### src/rtl/hwpe_ctrl_uloop_nd_if.sv
`default_nettype none
// +----------------------------------------------------------------------------+
// | hwpe_ctrl_uloop_nd_if : beat port of the nested-loop offset generator       |
// | Revision: 1.0                                                               |
// +----------------------------------------------------------------------------+
interface hwpe_ctrl_uloop_nd_if #(
    parameter int NB_LOOPS  = 4,
    parameter int NB_REG    = 4,
    parameter int REG_WIDTH = 32,
    parameter int CNT_WIDTH = 16
);
    localparam int LW = $clog2(NB_LOOPS);

    logic                          valid;
    logic                          ready;
    logic                          last;
    logic [NB_REG*REG_WIDTH-1:0]   offs;
    logic [NB_LOOPS*CNT_WIDTH-1:0] idx;
    logic [LW-1:0]                 loop;

    modport master (output valid, last, offs, idx, loop, input  ready);
    modport slave  (input  valid, last, offs, idx, loop, output ready);
endinterface
`default_nettype wire

### src/rtl/hwpe_ctrl_uloop_nd.sv
`default_nettype none
// +----------------------------------------------------------------------------+
// | hwpe_ctrl_uloop_nd : microcode nested-loop offset generator for streamers   |
// | Revision: 1.0                                                               |
// +----------------------------------------------------------------------------+
module hwpe_ctrl_uloop_nd #(
    parameter int LENGTH    = 16,
    parameter int NB_LOOPS  = 4,
    parameter int NB_REG    = 4,
    parameter int NB_RO_REG = 8,
    parameter int REG_WIDTH = 32,
    parameter int CNT_WIDTH = 16,
    localparam int AW = $clog2(LENGTH),
    localparam int LW = $clog2(NB_LOOPS),
    localparam int RW = $clog2(NB_REG),
    localparam int BW = $clog2(NB_REG + NB_RO_REG),
    localparam int IW = 2 + RW + BW
) (
    input  wire logic                           clk_i,
    input  wire logic                           rst_i,
    input  wire logic                           clear_i,
    input  wire logic                           start_i,
    input  wire logic [LENGTH*IW-1:0]           code_i,
    input  wire logic [NB_LOOPS*AW-1:0]         loop_addr_i,
    input  wire logic [NB_LOOPS*AW-1:0]         loop_last_op_i,
    input  wire logic [NB_LOOPS*CNT_WIDTH-1:0]  range_i,
    input  wire logic [NB_RO_REG*REG_WIDTH-1:0] registers_read_i,
    hwpe_ctrl_uloop_nd_if.master                beat,
    output logic                                busy_o,
    output logic                                done_o
);

    localparam logic [1:0] C_OP_MOV = 2'b00;
    localparam logic [1:0] C_OP_ADD = 2'b01;
    localparam logic [1:0] C_OP_SUB = 2'b10;

    typedef enum logic [1:0] {
        S_IDLE = 2'd0,
        S_RUN  = 2'd1,
        S_HOLD = 2'd2,
        S_DONE = 2'd3
    } state_t;

    state_t                 r_state;
    state_t                 w_state_nxt;

    logic [REG_WIDTH-1:0]   r_regs [NB_REG];
    logic [CNT_WIDTH-1:0]   r_idx  [NB_LOOPS];
    logic [LW-1:0]          r_curr_loop;
    logic [AW-1:0]          r_curr_op;

    logic [AW-1:0]          w_loop_addr [NB_LOOPS];
    logic [AW-1:0]          w_last_op   [NB_LOOPS];
    logic [CNT_WIDTH-1:0]   w_range     [NB_LOOPS];
    logic [IW-1:0]          w_code      [LENGTH];
    logic [REG_WIDTH-1:0]   w_ro        [NB_RO_REG];

    logic [AW-1:0]          w_addr;
    logic [IW-1:0]          w_instr;
    logic [1:0]             w_op;
    logic [RW-1:0]          w_a;
    logic [BW-1:0]          w_b;
    logic [REG_WIDTH-1:0]   w_operand;
    logic [REG_WIDTH-1:0]   w_result;
    logic                   w_write;
    logic                   w_body_more;
    logic                   w_all_max;
    logic                   w_last;
    logic [LW-1:0]          w_carry;
    logic                   w_accept;

    // ---------------- configuration unpacking ----------------
    generate
        for (genvar gj = 0; gj < NB_LOOPS; gj++) begin : g_loop_cfg
            assign w_loop_addr[gj] = loop_addr_i[gj*AW +: AW];
            assign w_last_op[gj]   = loop_last_op_i[gj*AW +: AW];
            assign w_range[gj]     = range_i[gj*CNT_WIDTH +: CNT_WIDTH];
        end
        for (genvar gk = 0; gk < LENGTH; gk++) begin : g_code
            assign w_code[gk] = code_i[gk*IW +: IW];
        end
        for (genvar gr = 0; gr < NB_RO_REG; gr++) begin : g_ro
            assign w_ro[gr] = registers_read_i[gr*REG_WIDTH +: REG_WIDTH];
        end
    endgenerate

    // ---------------- instruction fetch and execute ----------------
    assign w_addr      = w_loop_addr[r_curr_loop] + r_curr_op;
    assign w_instr     = w_code[w_addr];
    assign w_op        = w_instr[IW-1 -: 2];
    assign w_a         = w_instr[BW +: RW];
    assign w_b         = w_instr[BW-1:0];
    assign w_body_more = (r_curr_op < w_last_op[r_curr_loop]);

    // Unified read space: writable file, then read-only inputs, then zeros.
    always_comb begin
        w_operand = '0;
        for (int k = 0; k < NB_REG; k++) begin
            if (w_b == BW'(k)) w_operand = r_regs[k];
        end
        for (int k = 0; k < NB_RO_REG; k++) begin
            if (w_b == BW'(NB_REG + k)) w_operand = w_ro[k];
        end
    end

    always_comb begin
        w_result = r_regs[w_a];
        w_write  = 1'b1;
        case (w_op)
            C_OP_MOV: w_result = w_operand;
            C_OP_ADD: w_result = r_regs[w_a] + w_operand;
            C_OP_SUB: w_result = r_regs[w_a] - w_operand;
            default:  w_write  = 1'b0;
        endcase
    end

    // ---------------- loop bookkeeping ----------------
    always_comb begin
        w_all_max = 1'b1;
        for (int j = 0; j < NB_LOOPS; j++) begin
            if (r_idx[j] != w_range[j]) w_all_max = 1'b0;
        end
    end

    always_comb begin
        w_carry = '0;
        for (int j = NB_LOOPS - 1; j >= 0; j--) begin
            if (r_idx[j] < w_range[j]) w_carry = LW'(j);
        end
    end

    // An outer body is always followed by the innermost body at the same
    // indices, so the program only ends after an innermost-loop beat.
    assign w_last   = w_all_max && (r_curr_loop == '0);
    assign w_accept = (r_state == S_HOLD) && beat.ready;

    // ---------------- FSM ----------------
    always_ff @(posedge clk_i) begin
        if (rst_i || clear_i) begin
            r_state <= S_IDLE;
        end else begin
            r_state <= w_state_nxt;
        end
    end

    always_comb begin
        w_state_nxt = r_state;
        case (r_state)
            S_IDLE: if (start_i) w_state_nxt = S_RUN;
            S_RUN:  if (!w_body_more) w_state_nxt = S_HOLD;
            S_HOLD: if (beat.ready) w_state_nxt = w_last ? S_DONE : S_RUN;
            S_DONE: w_state_nxt = S_IDLE;
            default: w_state_nxt = S_IDLE;
        endcase
    end

    // ---------------- datapath registers ----------------
    always_ff @(posedge clk_i) begin
        if (rst_i || clear_i) begin
            for (int k = 0; k < NB_REG; k++)   r_regs[k] <= '0;
            for (int j = 0; j < NB_LOOPS; j++) r_idx[j]  <= '0;
            r_curr_loop <= '0;
            r_curr_op   <= '0;
        end else begin
            case (r_state)
                S_IDLE: begin
                    if (start_i) begin
                        for (int k = 0; k < NB_REG; k++)   r_regs[k] <= '0;
                        for (int j = 0; j < NB_LOOPS; j++) r_idx[j]  <= '0;
                        r_curr_loop <= '0;
                        r_curr_op   <= '0;
                    end
                end
                S_RUN: begin
                    if (w_write) r_regs[w_a] <= w_result;
                    if (w_body_more) r_curr_op <= r_curr_op + 1'b1;
                end
                S_HOLD: begin
                    if (w_accept && !w_last) begin
                        r_curr_op <= '0;
                        if (r_curr_loop != '0) begin
                            r_curr_loop <= '0;
                        end else begin
                            for (int j = 0; j < NB_LOOPS; j++) begin
                                if (LW'(j) == w_carry)     r_idx[j] <= r_idx[j] + 1'b1;
                                else if (LW'(j) < w_carry) r_idx[j] <= '0;
                            end
                            r_curr_loop <= w_carry;
                        end
                    end
                end
                S_DONE: begin
                    for (int j = 0; j < NB_LOOPS; j++) r_idx[j] <= '0;
                    r_curr_loop <= '0;
                    r_curr_op   <= '0;
                end
                default: ;
            endcase
        end
    end

    // ---------------- outputs ----------------
    generate
        for (genvar gk = 0; gk < NB_REG; gk++) begin : g_offs
            assign beat.offs[gk*REG_WIDTH +: REG_WIDTH] = r_regs[gk];
        end
        for (genvar gj = 0; gj < NB_LOOPS; gj++) begin : g_idx
            assign beat.idx[gj*CNT_WIDTH +: CNT_WIDTH] = r_idx[gj];
        end
    endgenerate

    assign beat.valid = (r_state == S_HOLD);
    assign beat.last  = (r_state == S_HOLD) && w_last;
    assign beat.loop  = r_curr_loop;
    assign busy_o     = (r_state != S_IDLE);
    assign done_o     = (r_state == S_DONE);

endmodule
`default_nettype wire

### src/flat_wrapper.sv
// flat-port wrapper written by rule: the top's interface ports become plain ports
module hwpe_ctrl_uloop_nd_flat 
#(
    parameter int LENGTH    = 16,
    parameter int NB_LOOPS  = 4,
    parameter int NB_REG    = 4,
    parameter int NB_RO_REG = 8,
    parameter int REG_WIDTH = 32,
    parameter int CNT_WIDTH = 16,
    localparam int AW = $clog2(LENGTH),
    localparam int LW = $clog2(NB_LOOPS),
    localparam int RW = $clog2(NB_REG),
    localparam int BW = $clog2(NB_REG + NB_RO_REG),
    localparam int IW = 2 + RW + BW
)
  (clk_i, rst_i, clear_i, start_i, code_i, loop_addr_i, loop_last_op_i, range_i, registers_read_i, busy_o, done_o, beat_valid, beat_last, beat_offs, beat_idx, beat_loop, beat_ready);
  hwpe_ctrl_uloop_nd_if #(.NB_LOOPS(NB_LOOPS), .NB_REG(NB_REG), .REG_WIDTH(REG_WIDTH), .CNT_WIDTH(CNT_WIDTH)) beat_i ();
  input  wire logic clk_i;
  input  wire logic rst_i;
  input  wire logic clear_i;
  input  wire logic start_i;
  input  wire logic [LENGTH*IW-1:0] code_i;
  input  wire logic [NB_LOOPS*AW-1:0] loop_addr_i;
  input  wire logic [NB_LOOPS*AW-1:0] loop_last_op_i;
  input  wire logic [NB_LOOPS*CNT_WIDTH-1:0] range_i;
  input  wire logic [NB_RO_REG*REG_WIDTH-1:0] registers_read_i;
  output logic busy_o;
  output logic done_o;
  output wire logic [$bits(beat_i.valid)-1:0] beat_valid;
  output wire logic [$bits(beat_i.last)-1:0] beat_last;
  output wire logic [$bits(beat_i.offs)-1:0] beat_offs;
  output wire logic [$bits(beat_i.idx)-1:0] beat_idx;
  output wire logic [$bits(beat_i.loop)-1:0] beat_loop;
  input wire logic [$bits(beat_i.ready)-1:0] beat_ready;
  assign beat_valid = beat_i.valid;
  assign beat_last = beat_i.last;
  assign beat_offs = beat_i.offs;
  assign beat_idx = beat_i.idx;
  assign beat_loop = beat_i.loop;
  assign beat_i.ready = beat_ready;
  hwpe_ctrl_uloop_nd #(.LENGTH(LENGTH), .NB_LOOPS(NB_LOOPS), .NB_REG(NB_REG), .NB_RO_REG(NB_RO_REG), .REG_WIDTH(REG_WIDTH), .CNT_WIDTH(CNT_WIDTH)) u_core (.clk_i(clk_i), .rst_i(rst_i), .clear_i(clear_i), .start_i(start_i), .code_i(code_i), .loop_addr_i(loop_addr_i), .loop_last_op_i(loop_last_op_i), .range_i(range_i), .registers_read_i(registers_read_i), .beat(beat_i), .busy_o(busy_o), .done_o(done_o));
endmodule
### config.mk
export PLATFORM = sky130hd
export DESIGN_NAME = hwpe_ctrl_uloop_nd_flat
export DESIGN_NICKNAME = d
export VERILOG_FILES = /design/src/rtl/hwpe_ctrl_uloop_nd_if.sv /design/src/rtl/hwpe_ctrl_uloop_nd.sv /design/src/flat_wrapper.sv
export SDC_FILE = /design/constraint.sdc
export NUM_CORES = 1
export LEC_CHECK = 0
export BUFFER_PORTS_ARGS = -buffer_cell sky130_fd_sc_hd__buf_2
export CAP_MARGIN = 20
export CELL_PAD_IN_SITES_DETAIL_PLACEMENT = 1
export CELL_PAD_IN_SITES_GLOBAL_PLACEMENT = 1
export CORE_AREA = 2 2 266 268
export CTS_CLUSTER_DIAMETER = 30
export DETAILED_ROUTE_END_ITERATION = 8
export DIE_AREA = 0 0 268 270
export PLACE_DENSITY_LB_ADDON = 0.25
export SLEW_MARGIN = 0
export SYNTH_ARGS = -nofsm -noshare
export SYNTH_HDL_FRONTEND = slang
export SYNTH_SLANG_ARGS = --single-unit
### constraint.sdc
create_clock -name clk_i -period 9.3 [get_ports clk_i]
set_clock_uncertainty 0.1 [all_clocks]
set_input_delay 0.93 -clock clk_i [delete_from_list [all_inputs] [get_ports clk_i]]
set_output_delay 0.93 -clock clk_i [all_outputs]
set_load 0.05 [all_outputs]
==> results.json, run 1 <==
{
  "outcome": "finished, final reports clean",
  "path_clk_slew_ns": 0.08,
  "ys_types": 105,
  "synth_nets": 2742,
  "cp_num_buf_inv": 4,
  "hold_ws_ns": 0.448,
  "gp_congestion": 0.980,
  "start_util_pct": 28.1,
  "syn_inst": 2145,
  "areaGrowthSynthToFinish_pct": 31.5,
  "critPathTopFamily": "compound AO/OA/AOI/OAI gates",
  "ir_drop_mv": 0.122,
  "ys_seq_elements": 200,
  "grt_antenna_before_repair": 23,
  "grt_usage_pct": 30.5,
  "first_iter_violations": 1983,
  "slew_headroom_pct": 20.3,
  "critPathRequiredTime_ns": 9.49,
  "fp.dieH_um": 270,
  "syn_area_um2": 19600,
  "final_antenna_net_count": 0,
  "max_slew.worst_pin.slew_ns": 1.18,
  "clkPwrFrac_pct": 18.9,
  "grt_pass1_vias": 22600,
  "num_vias": 22000,
  "synth_area_leader_cell": "edfxtp_1",
  "io-pin-count": 683,
  "p_per_area_nw_per_um2": 163,
  "multi_input_area_um2": 12700,
  "die-area_um2": 72400,
  "p_int_mw": 2.33,
  "finalCriticalPeriod_ns": 8.87,
  "setup_viol": 0,
  "start_kind": "input pin",
  "synth-seq-area-share_pct": 29.5,
  "grt_max_degree": 53,
  "crit_arrival_ns": 9.06,
  "yosys-top-cells-area": "edfxtp_1 (27%), mux4_2 (8.5%), ha_1 (7.0%), nor2_1 (4.7%), a21oi_1 (2.8%)",
  "clock.fmax_ghz": 0.113,
  "nFillCells": 8326,
  "wl_per_cell_um": 29.6,
  "core_um2": 69500,
  "grt_first_pass_wirelength_mm": 162,
  "hold_path.class": "reg -> reg",
  "swShare_pct": 44.5,
  "crit_start": "loop_addr_i[12]",
  "critPathCaptureType": "flip-flop",
  "fp.dieW_um": 268,
  "cts_buffers": 17,
  "cts_sinks": 200,
  "pwr-share-comb_pct": 55.3,
  "synth.avg_cell_area_um2": 9.12,
  "drive_gt1_share_pct": 36.7,
  "period_share_pct": 95.4,
  "critPathMaxFanout": 16,
  "final-hold-violation-count": 0,
  "register_area_um2": 5770,
  "nets": 3493,
  "leakage_nw": 11.4,
  "clkLatencyLatePin_ns": 0.46,
  "slowest_stage": "fa_2",
  "r2r_start": "u_core.beat.loop[0]",
  "final_cell_mix": "buf_2 (682), nor2_1 (244), edfxtp_1 (176)",
  "final_common_cell": "buf_2",
  "ys_warn_count": 0,
  "async_flop_share_pct": 0,
  "crit_type": "in -> reg",
  "drt_wl_total_mm": 114,
  "cts_max_level": 4,
  "yosys.area.top_type_share_pct": 27.0,
  "tns_ns": 0,
  "num_rows": 97,
  "portBuffers": 682,
  "place_hpwl_mm": 93.4,
  "cts_root_buffer": "clkbuf_16",
  "ys.flop_type": "edfxtp_1",
  "drc": 0,
  "synth-edff-count": 176,
  "clockBufferDepth": 2,
  "vias_per_cell": 5.70,
  "slowest_delay_ns": 0.64,
  "cts_tree": "yes",
  "finalMaxSlewViolations": 0,
  "power.switching_mw": 1.87,
  "seq_power_share_pct": 25.7,
  "maxCapViolCount": 0,
  "drt-pass1-iter-count": 6,
  "overflow": 0,
  "worstHoldStart": "u_core.r_idx[2][7]"
}
==> tightest hold or removal path: stages, from the launching register on <==
cell and delay, ns:
dfxtp_1 0.36, o31ai_1 0.09, a21oi_1 0.06
==> cell usage after synthesis (all sizes together), types with 27 or more instances <==
cell      n
and3     27
mux4     74
o21ai   115
a221oi   28
edfxtp  176
mux2i    33
a31oi    35
nor2    247
xor2     40
ha      110
o21a     33
nor3     53
buf      70
nand2   147
xnor2    55
inv     122
nand4    29
nor2b    47
clkbuf   61
nand3    95
mux2     40
a21oi   113
==> layer usage <==
metal	share of wire (%)	track usage, %
met1	42	40.4
met2	47	50.3
met3	7.7	5.39
met4	3.2	9.69
met5	0.027	0
==> area by class of cell <==
type / count / share of cell area [%]
clock inverters: 15 / 0.720
repair buffers: 863 / 19.2
flip-flops and latches: 200 / 22.4
diodes: 14 / 0.136
inverters: 123 / 1.79
multi-input cells: 1691 / 49.5
clock buffers: 17 / 1.65
well taps: 940 / 4.57
==> sequential cells by signal (all words and copies together) (netlist names) <==
signal	cells
u_core.r_regs	128
u_core.r_curr_op	4
u_core.r_idx	64
u_core.beat.loop	2
u_core.r_state	2
==> stage by stage <==
step,total power [mW],std cells,setup slack [ns],utilization [%],instance area [um2]
after floorplan,2.42,2145,0.208,-,19600
after detailed placement,3.36,3817,-0.193,36.0,25000
after global routing,4.39,3863,-0.0692,37.0,25700
after CTS,4.17,3849,0.211,36.9,25600
final,4.20,3863,0.427,37.0,25700
after global placement,3.32,3816,0.0709,36.0,25000
==> path summary, 6_finish.rpt <==
path | endpoint | slack (ns) | cells past startpoint
max reg2reg | u_core.r_regs[1][31] | 0.53 | 31
min reg2reg | u_core.r_idx[2][7] | 0.45 | 2
min | u_core.r_idx[2][7] | 0.45 | 2
max | u_core.r_regs[1][31] | 0.43 | 32
==> power by group through the flow <==
stage	Sequential, mW	Clock [mW]	Combinational [mW]
final	1.08	0.794	2.32
after global routing	1.08	0.842	2.47
after CTS	1.08	0.809	2.28
after detailed placement	1.10	0	2.27
after global placement	1.10	0	2.22
after floorplan	1.19	0	1.24
==> kinds of logic after synthesis <==
| family | synth area share [%] |
|---|---|
| flops | 29.5 |
| buf+inv | 6.03 |
| compound gates | 21.2 |
| xor+xnor | 4.49 |
| mux | 12.5 |
| simple gates | 19.1 |
| fa+ha+maj | 7.24 |
==> what timing repair did <==
| item | in CTS | in global routing |
|---|---|---|
| hold buffers | 0 | 0 |
| buffers inserted | 0 | 0 |
| gates resized for setup | 0 | 13 |
| setup endpoints to repair | 0 | 27 |
Power figures use the tool's default switching activity.
==> run 2, diff against run 1 <==
--- a/config.mk
+++ b/config.mk
@@ -7,7 +7,7 @@
 export LEC_CHECK = 0
 export BUFFER_PORTS_ARGS = -buffer_cell sky130_fd_sc_hd__buf_2
 export CAP_MARGIN = 20
-export CELL_PAD_IN_SITES_DETAIL_PLACEMENT = 1
+export CELL_PAD_IN_SITES_DETAIL_PLACEMENT = 0
 export CELL_PAD_IN_SITES_GLOBAL_PLACEMENT = 1
 export CORE_AREA = 2 2 266 268
 export CTS_CLUSTER_DIAMETER = 30
==> run 2 against run 1 <==
Critical path depth stayed put. Via count shrank 1.5%. Sequential power about the same. Setup slack worse by 0.032 ns. Global-route usage decreased by 1.2 points. Count of clock-buffer cells in the layout did not move.
==> results.json, run 2 (synthesis results as in run 1) <==
{
  "grt_util_met2_pct": 47.8,
  "outcome": "finished, final reports clean",
  "grt_usage_pct": 29.3,
  "grt_max_degree": 53,
  "cts_root_buffer": "clkbuf_16",
  "finalCriticalPeriod_ns": 8.90,
  "busiest_layer": "met2",
  "met3_usage_pct": 4.66,
  "ctsHoldBuffers": 0,
  "io-pin-count": 683,
  "portBuffers": 682,
  "final_common_cell": "buf_2",
  "hold_path.class": "reg -> reg",
  "place_hpwl_mm": 89.9,
  "wl_per_cell_um": 28.5,
  "path_clk_slew_ns": 0.07,
  "slowest_stage": "fa_2",
  "nets": 3495,
  "cp_num_buf_inv": 3,
  "num_rows": 97,
  "grt_use_met1_pct": 39.7,
  "clockBufferDepth": 2,
  "drc": 0,
  "max_flop_register": "u_core.r_regs",
  "start_kind": "input pin",
  "critPathMaxFanout": 52,
  "clkLatencyLatePin_ns": 0.47,
  "hold_ws_ns": 0.438,
  "leakage_nw": 11.4,
  "crit_type": "in -> reg",
  "areaGrowthSynthToFinish_pct": 31.3,
  "layout.cells.non_filler": 3862,
  "largest_reg_flops": 128,
  "reg_top3": "u_core.r_regs x128, u_core.r_idx x64, u_core.r_curr_op x4",
  "register_area_um2": 5770,
  "setup_viol": 0,
  "critPathRequiredTime_ns": 9.38,
  "grt_first_pass_wirelength_mm": 155,
  "maxCapViolCount": 0,
  "first_iter_violations": 2150,
  "critPathCaptureType": "flip-flop",
  "drive_gt1_share_pct": 36.8,
  "final_antenna_net_count": 0,
  "cts_buffers": 17,
  "cts_tree": "yes",
  "grt_pass1_vias": 21400,
  "p_per_area_nw_per_um2": 160,
  "nFillCells": 7302,
  "place_inst": 3817,
  "tns_ns": 0,
  "finalMaxSlewViolations": 0,
  "rsz0062_at_grt": "false",
  "crit_arrival_ns": 8.98,
  "drt_wl_total_mm": 110,
  "vias_per_cell": 5.62,
  "final_cell_mix": "buf_2 (682), nor2_1 (244), edfxtp_1 (176)",
  "grt_antenna_before_repair": 20,
  "ir_drop_mv": 0.0933,
  "slowest_delay_ns": 0.64,
  "start_util_pct": 28.1,
  "final_area_um2": 25700,
  "fp.dieW_um": 268,
  "clock.fmax_ghz": 0.112,
  "power.total_mw": 4.11,
  "slew_headroom_pct": 28.6,
  "dpl_cell_area_um2": 25000,
  "post-route-worst-setup-slack_ns": 0.395,
  "fin_util_pct": 36.9,
  "gp_congestion": 0.980,
  "dp_slack_ns": -0.126,
  "cts_sinks": 200,
  "cts_max_level": 4,
  "critPathTopFamily": "compound AO/OA/AOI/OAI gates",
  "final-hold-violation-count": 0,
  "overflow": 0,
  "period_share_pct": 95.7,
  "drt-pass1-iter-count": 6,
  "core_um2": 69500,
  "fp.dieH_um": 270,
  "num_vias": 21700,
  "multi_input_area_um2": 12700,
  "max_slew.worst_pin.slew_ns": 1.06,
  "die-area_um2": 72400
}
[run 2: final timing paths]
check	end	start	slack [ns]	cells past startpoint
hold reg to reg	u_core.r_idx[2][9]	u_core.r_idx[2][9]	0.44	2
hold / removal	u_core.r_idx[2][9]	u_core.r_idx[2][9]	0.44	2
setup reg to reg	u_core.r_regs[2][31]	u_core.beat.loop[0]	0.49	31
setup / recovery	u_core.r_regs[2][31]	loop_addr_i[12]	0.40	32
[run 2: worst min-delay path, delay by kind of cell (launching register included)]
family / cells / cell delay [ns]
DFF: 1 / 0.36
AOI/OAI and AO/OA: 2 / 0.13
[run 2: timing repair]
action,in CTS,in global routing
gates resized for setup,0,10
setup buffers,0,2
hold endpoints to repair,0,0
setup endpoints to repair,0,4
[run 2: final cells by class]
| type | count | share of cell area [%] |
|---|---|---|
| repair buffers | 865 | 19.3 |
| clock inverters | 14 | 0.550 |
| diodes | 12 | 0.117 |
| well taps | 940 | 4.58 |
| flip-flops and latches | 200 | 22.4 |
| inverters | 123 | 1.80 |
| clock buffers | 17 | 1.66 |
| multi-input cells | 1691 | 49.5 |
[run 2: power breakdown]
part           total, mW  leakage, nW  switching (mW)  internal (mW)
registers           1.08         2.24          0.0675           1.01
clock network      0.753        0.276           0.376          0.377
logic               2.28         8.91            1.38          0.906
[run 2: metal layers]
metal	vias to the layer above	part of all wire [%]
met3	118	7.3
met5	-	0.093
met4	8	2.7
li1	9681	-
met2	1015	47
met1	10900	43
==> run 3, diff against run 2 <==
--- a/config.mk
+++ b/config.mk
@@ -5,7 +5,7 @@
 export SDC_FILE = /design/constraint.sdc
 export NUM_CORES = 1
 export LEC_CHECK = 0
-export BUFFER_PORTS_ARGS = -buffer_cell sky130_fd_sc_hd__buf_2
+export BUFFER_PORTS_ARGS = -buffer_cell sky130_fd_sc_hd__clkbuf_2
 export CAP_MARGIN = 20
 export CELL_PAD_IN_SITES_DETAIL_PLACEMENT = 0
 export CELL_PAD_IN_SITES_GLOBAL_PLACEMENT = 1
@@ -14,6 +14,7 @@
 export DETAILED_ROUTE_END_ITERATION = 8
 export DIE_AREA = 0 0 268 270
 export PLACE_DENSITY_LB_ADDON = 0.25
+export RECOVER_POWER = 100
 export SLEW_MARGIN = 0
 export SYNTH_ARGS = -nofsm -noshare
 export SYNTH_HDL_FRONTEND = slang
==> run 3 against run 2 <==
The run now ends with max-capacitance violations, max-slew violations left. Worst hold slack gained 0.0089 ns. Sequential cell count is the same. Sequential power is essentially flat. Global-route usage shrank 0.34 points. Cell count shrank 0.10%. Via count is essentially flat. Non-clock buffer count grew 2. Clock power grew 2%. Core utilization shrank 0.40 points. Routed wire length shrank 1.2%. Sequential share of layout area grew 0.25 points. Register-to-register slack lost 0.03 ns. Critical endpoint unchanged. Highest routed layer unchanged.
==> results.json, run 3 (synthesis results as in run 1) <==
{
  "max_slew.worst_pin.slew_ns": 2.61,
  "drt-pass1-iter-count": 5,
  "nets": 3497,
  "grt_antenna_before_repair": 7,
  "outcome": "finished with violations",
  "multi_input_area_um2": 12700,
  "leakage_nw": 10.7,
  "drt_wl_total_mm": 109,
  "register_area_um2": 5770,
  "first_iter_violations": 2185,
  "maxCapViolCount": 6,
  "gp_congestion": 1.02,
  "finalMaxSlewViolations": 180,
  "final_antenna_net_count": 0,
  "grt_pass1_vias": 21400,
  "dpl_cell_area_um2": 25100,
  "whs_endpoint": "u_core.r_idx[2][11]",
  "drive_gt1_share_pct": 29.3,
  "num_vias": 21700,
  "slowest_delay_ns": 0.53,
  "finalCriticalPeriod_ns": 8.92,
  "critPathTopFamily": "compound AO/OA/AOI/OAI gates",
  "slew_headroom_pct": -74.2,
  "fin_util_pct": 36.5,
  "slowest_stage": "fa_2",
  "crit_arrival_ns": 9.12,
  "r2r_start": "u_core.beat.loop[0]",
  "grt_usage_pct": 29.0,
  "period_share_pct": 96.0,
  "setup_viol": 0,
  "cp_num_buf_inv": 8,
  "worstHoldStart": "u_core.r_idx[2][11]",
  "core_um2": 69500,
  "portBuffers": 682,
  "max_flop_register": "u_core.r_regs",
  "reg_top3": "u_core.r_regs x128, u_core.r_idx x64, u_core.r_curr_op x4",
  "areaGrowthSynthToFinish_pct": 29.9,
  "vias_per_cell": 5.63,
  "cts_tree": "yes",
  "r2r_cells": 35,
  "whs_path_depth": 2,
  "fp.dieH_um": 270,
  "clkLatencyLatePin_ns": 0.48,
  "cts_root_buffer": "clkbuf_16",
  "post-route-worst-setup-slack_ns": 0.375,
  "start_util_pct": 28.1,
  "busiest_layer": "met2",
  "cts_sinks": 200,
  "start_kind": "input pin",
  "fp.dieW_um": 268,
  "clock.fmax_ghz": 0.112,
  "violations": "max-capacitance violations, max-slew violations",
  "r2r-end": "u_core.r_regs[2][31]",
  "place_hpwl_mm": 89.1,
  "dp_slack_ns": -0.183,
  "io-pin-count": 683,
  "final_common_cell": "clkbuf_2",
  "p_per_area_nw_per_um2": 161,
  "final-hold-violation-count": 0,
  "drc": 0,
  "critPathRequiredTime_ns": 9.49,
  "nFillCells": 7379,
  "num_rows": 97,
  "grt_first_pass_wirelength_mm": 153,
  "critPathMaxFanout": 52,
  "ir_drop_mv": 0.145,
  "final_area_um2": 25400,
  "critPathCaptureType": "flip-flop",
  "cts_buffers": 17,
  "grt_max_degree": 53,
  "largest_reg_flops": 128,
  "reg2reg_slack_ns": 0.46,
  "ctsHoldBuffers": 0,
  "wl_per_cell_um": 28.2,
  "crit_type": "in -> reg",
  "path_clk_slew_ns": 0.08,
  "cts_max_level": 4,
  "grt_use_met1_pct": 38.9,
  "final_cell_mix": "clkbuf_2 (484), nor2_1 (244), clkbuf_1 (214)",
  "met3_usage_pct": 4.70,
  "clockBufferDepth": 2,
  "hold_path.class": "reg -> reg",
  "overflow": 0,
  "die-area_um2": 72400,
  "cpMostUsedCell": "buf_4",
  "grt_util_met2_pct": 47.3
}
-- run 3: cell count changes in the layout (fill, tap and decap cells not counted), moves of 3 or more --
cell | previous run | this run
diode_2 | 12 | 5
clkbuf_2 | 0 | 484
buf_4 | 167 | 150
inv_4 | 0 | 5
buf_2 | 682 | 0
buf_12 | 13 | 16
clkbuf_4 | 0 | 4
buf_6 | 3 | 0
clkbuf_1 | 0 | 214
-- run 3: worst min-delay path: stages, from the launching register on --
cell and delay, ns:
dfxtp_1 0.37, o31ai_1 0.08, a21oi_1 0.06
-- run 3: metal layers --
metal / vias up / wire [um] / share of wire, %
met2: 1061 / 50900 / 47
li1: 9685 / - / -
met1: 10800 / 46000 / 42
met5: - / 27 / 0.025
met3: 160 / 8340 / 7.7
met4: 4 / 3650 / 3.4
-- run 3: final cells by class --
class / instances / share of cell area, %
Clock inverter: 12 / 0.404
Inverter: 123 / 1.82
Clock buffer: 20 / 1.89
Multi-Input combinational cell: 1691 / 50.0
Timing Repair Buffer: 867 / 18.5
Sequential cell: 200 / 22.7
Antenna cell: 5 / 0.0492
Tap cell: 940 / 4.63
-- run 3: report_power, final --
group          switching [mW]  internal [mW]
sequential             0.0673           1.01
combinational            1.37          0.886
clock                   0.382          0.384
-- run 3: worst max path at each step --
stage / from / end / slack, ns / cells past startpoint
floorplan: u_core.beat.loop[0] / u_core.r_regs[0][31] / 0.21 / 33
global placement: loop_addr_i[12] / u_core.r_regs[2][31] / -0.02 / 34
detailed placement: loop_addr_i[12] / u_core.r_regs[2][31] / -0.18 / 33
CTS: u_core.beat.loop[0] / u_core.r_regs[2][31] / 0.24 / 32
global route: loop_addr_i[12] / u_core.r_regs[0][31] / -0.02 / 34
finish: loop_addr_i[12] / u_core.r_regs[2][31] / 0.38 / 36
-- run 3: timing repair --
item,4_1_cts,5_1_grt
hold endpoints to repair,0,0
setup endpoints to repair,0,4
buffers inserted,0,1
gates resized for setup,0,5
-- run 3: per-stage QoR --
step / setup TNS (ns) / hold slack [ns] / total power, mW / instances
after floorplan: 0 / 0.403 / 2.42 / 2145
after global placement: -0.0160 / 0.425 / 3.32 / 3819
after detailed placement: -0.619 / 0.444 / 3.33 / 3820
after CTS: 0 / 0.454 / 4.10 / 3852
after global routing: -0.0337 / 0.477 / 4.29 / 3858
final: 0 / 0.446 / 4.10 / 3858
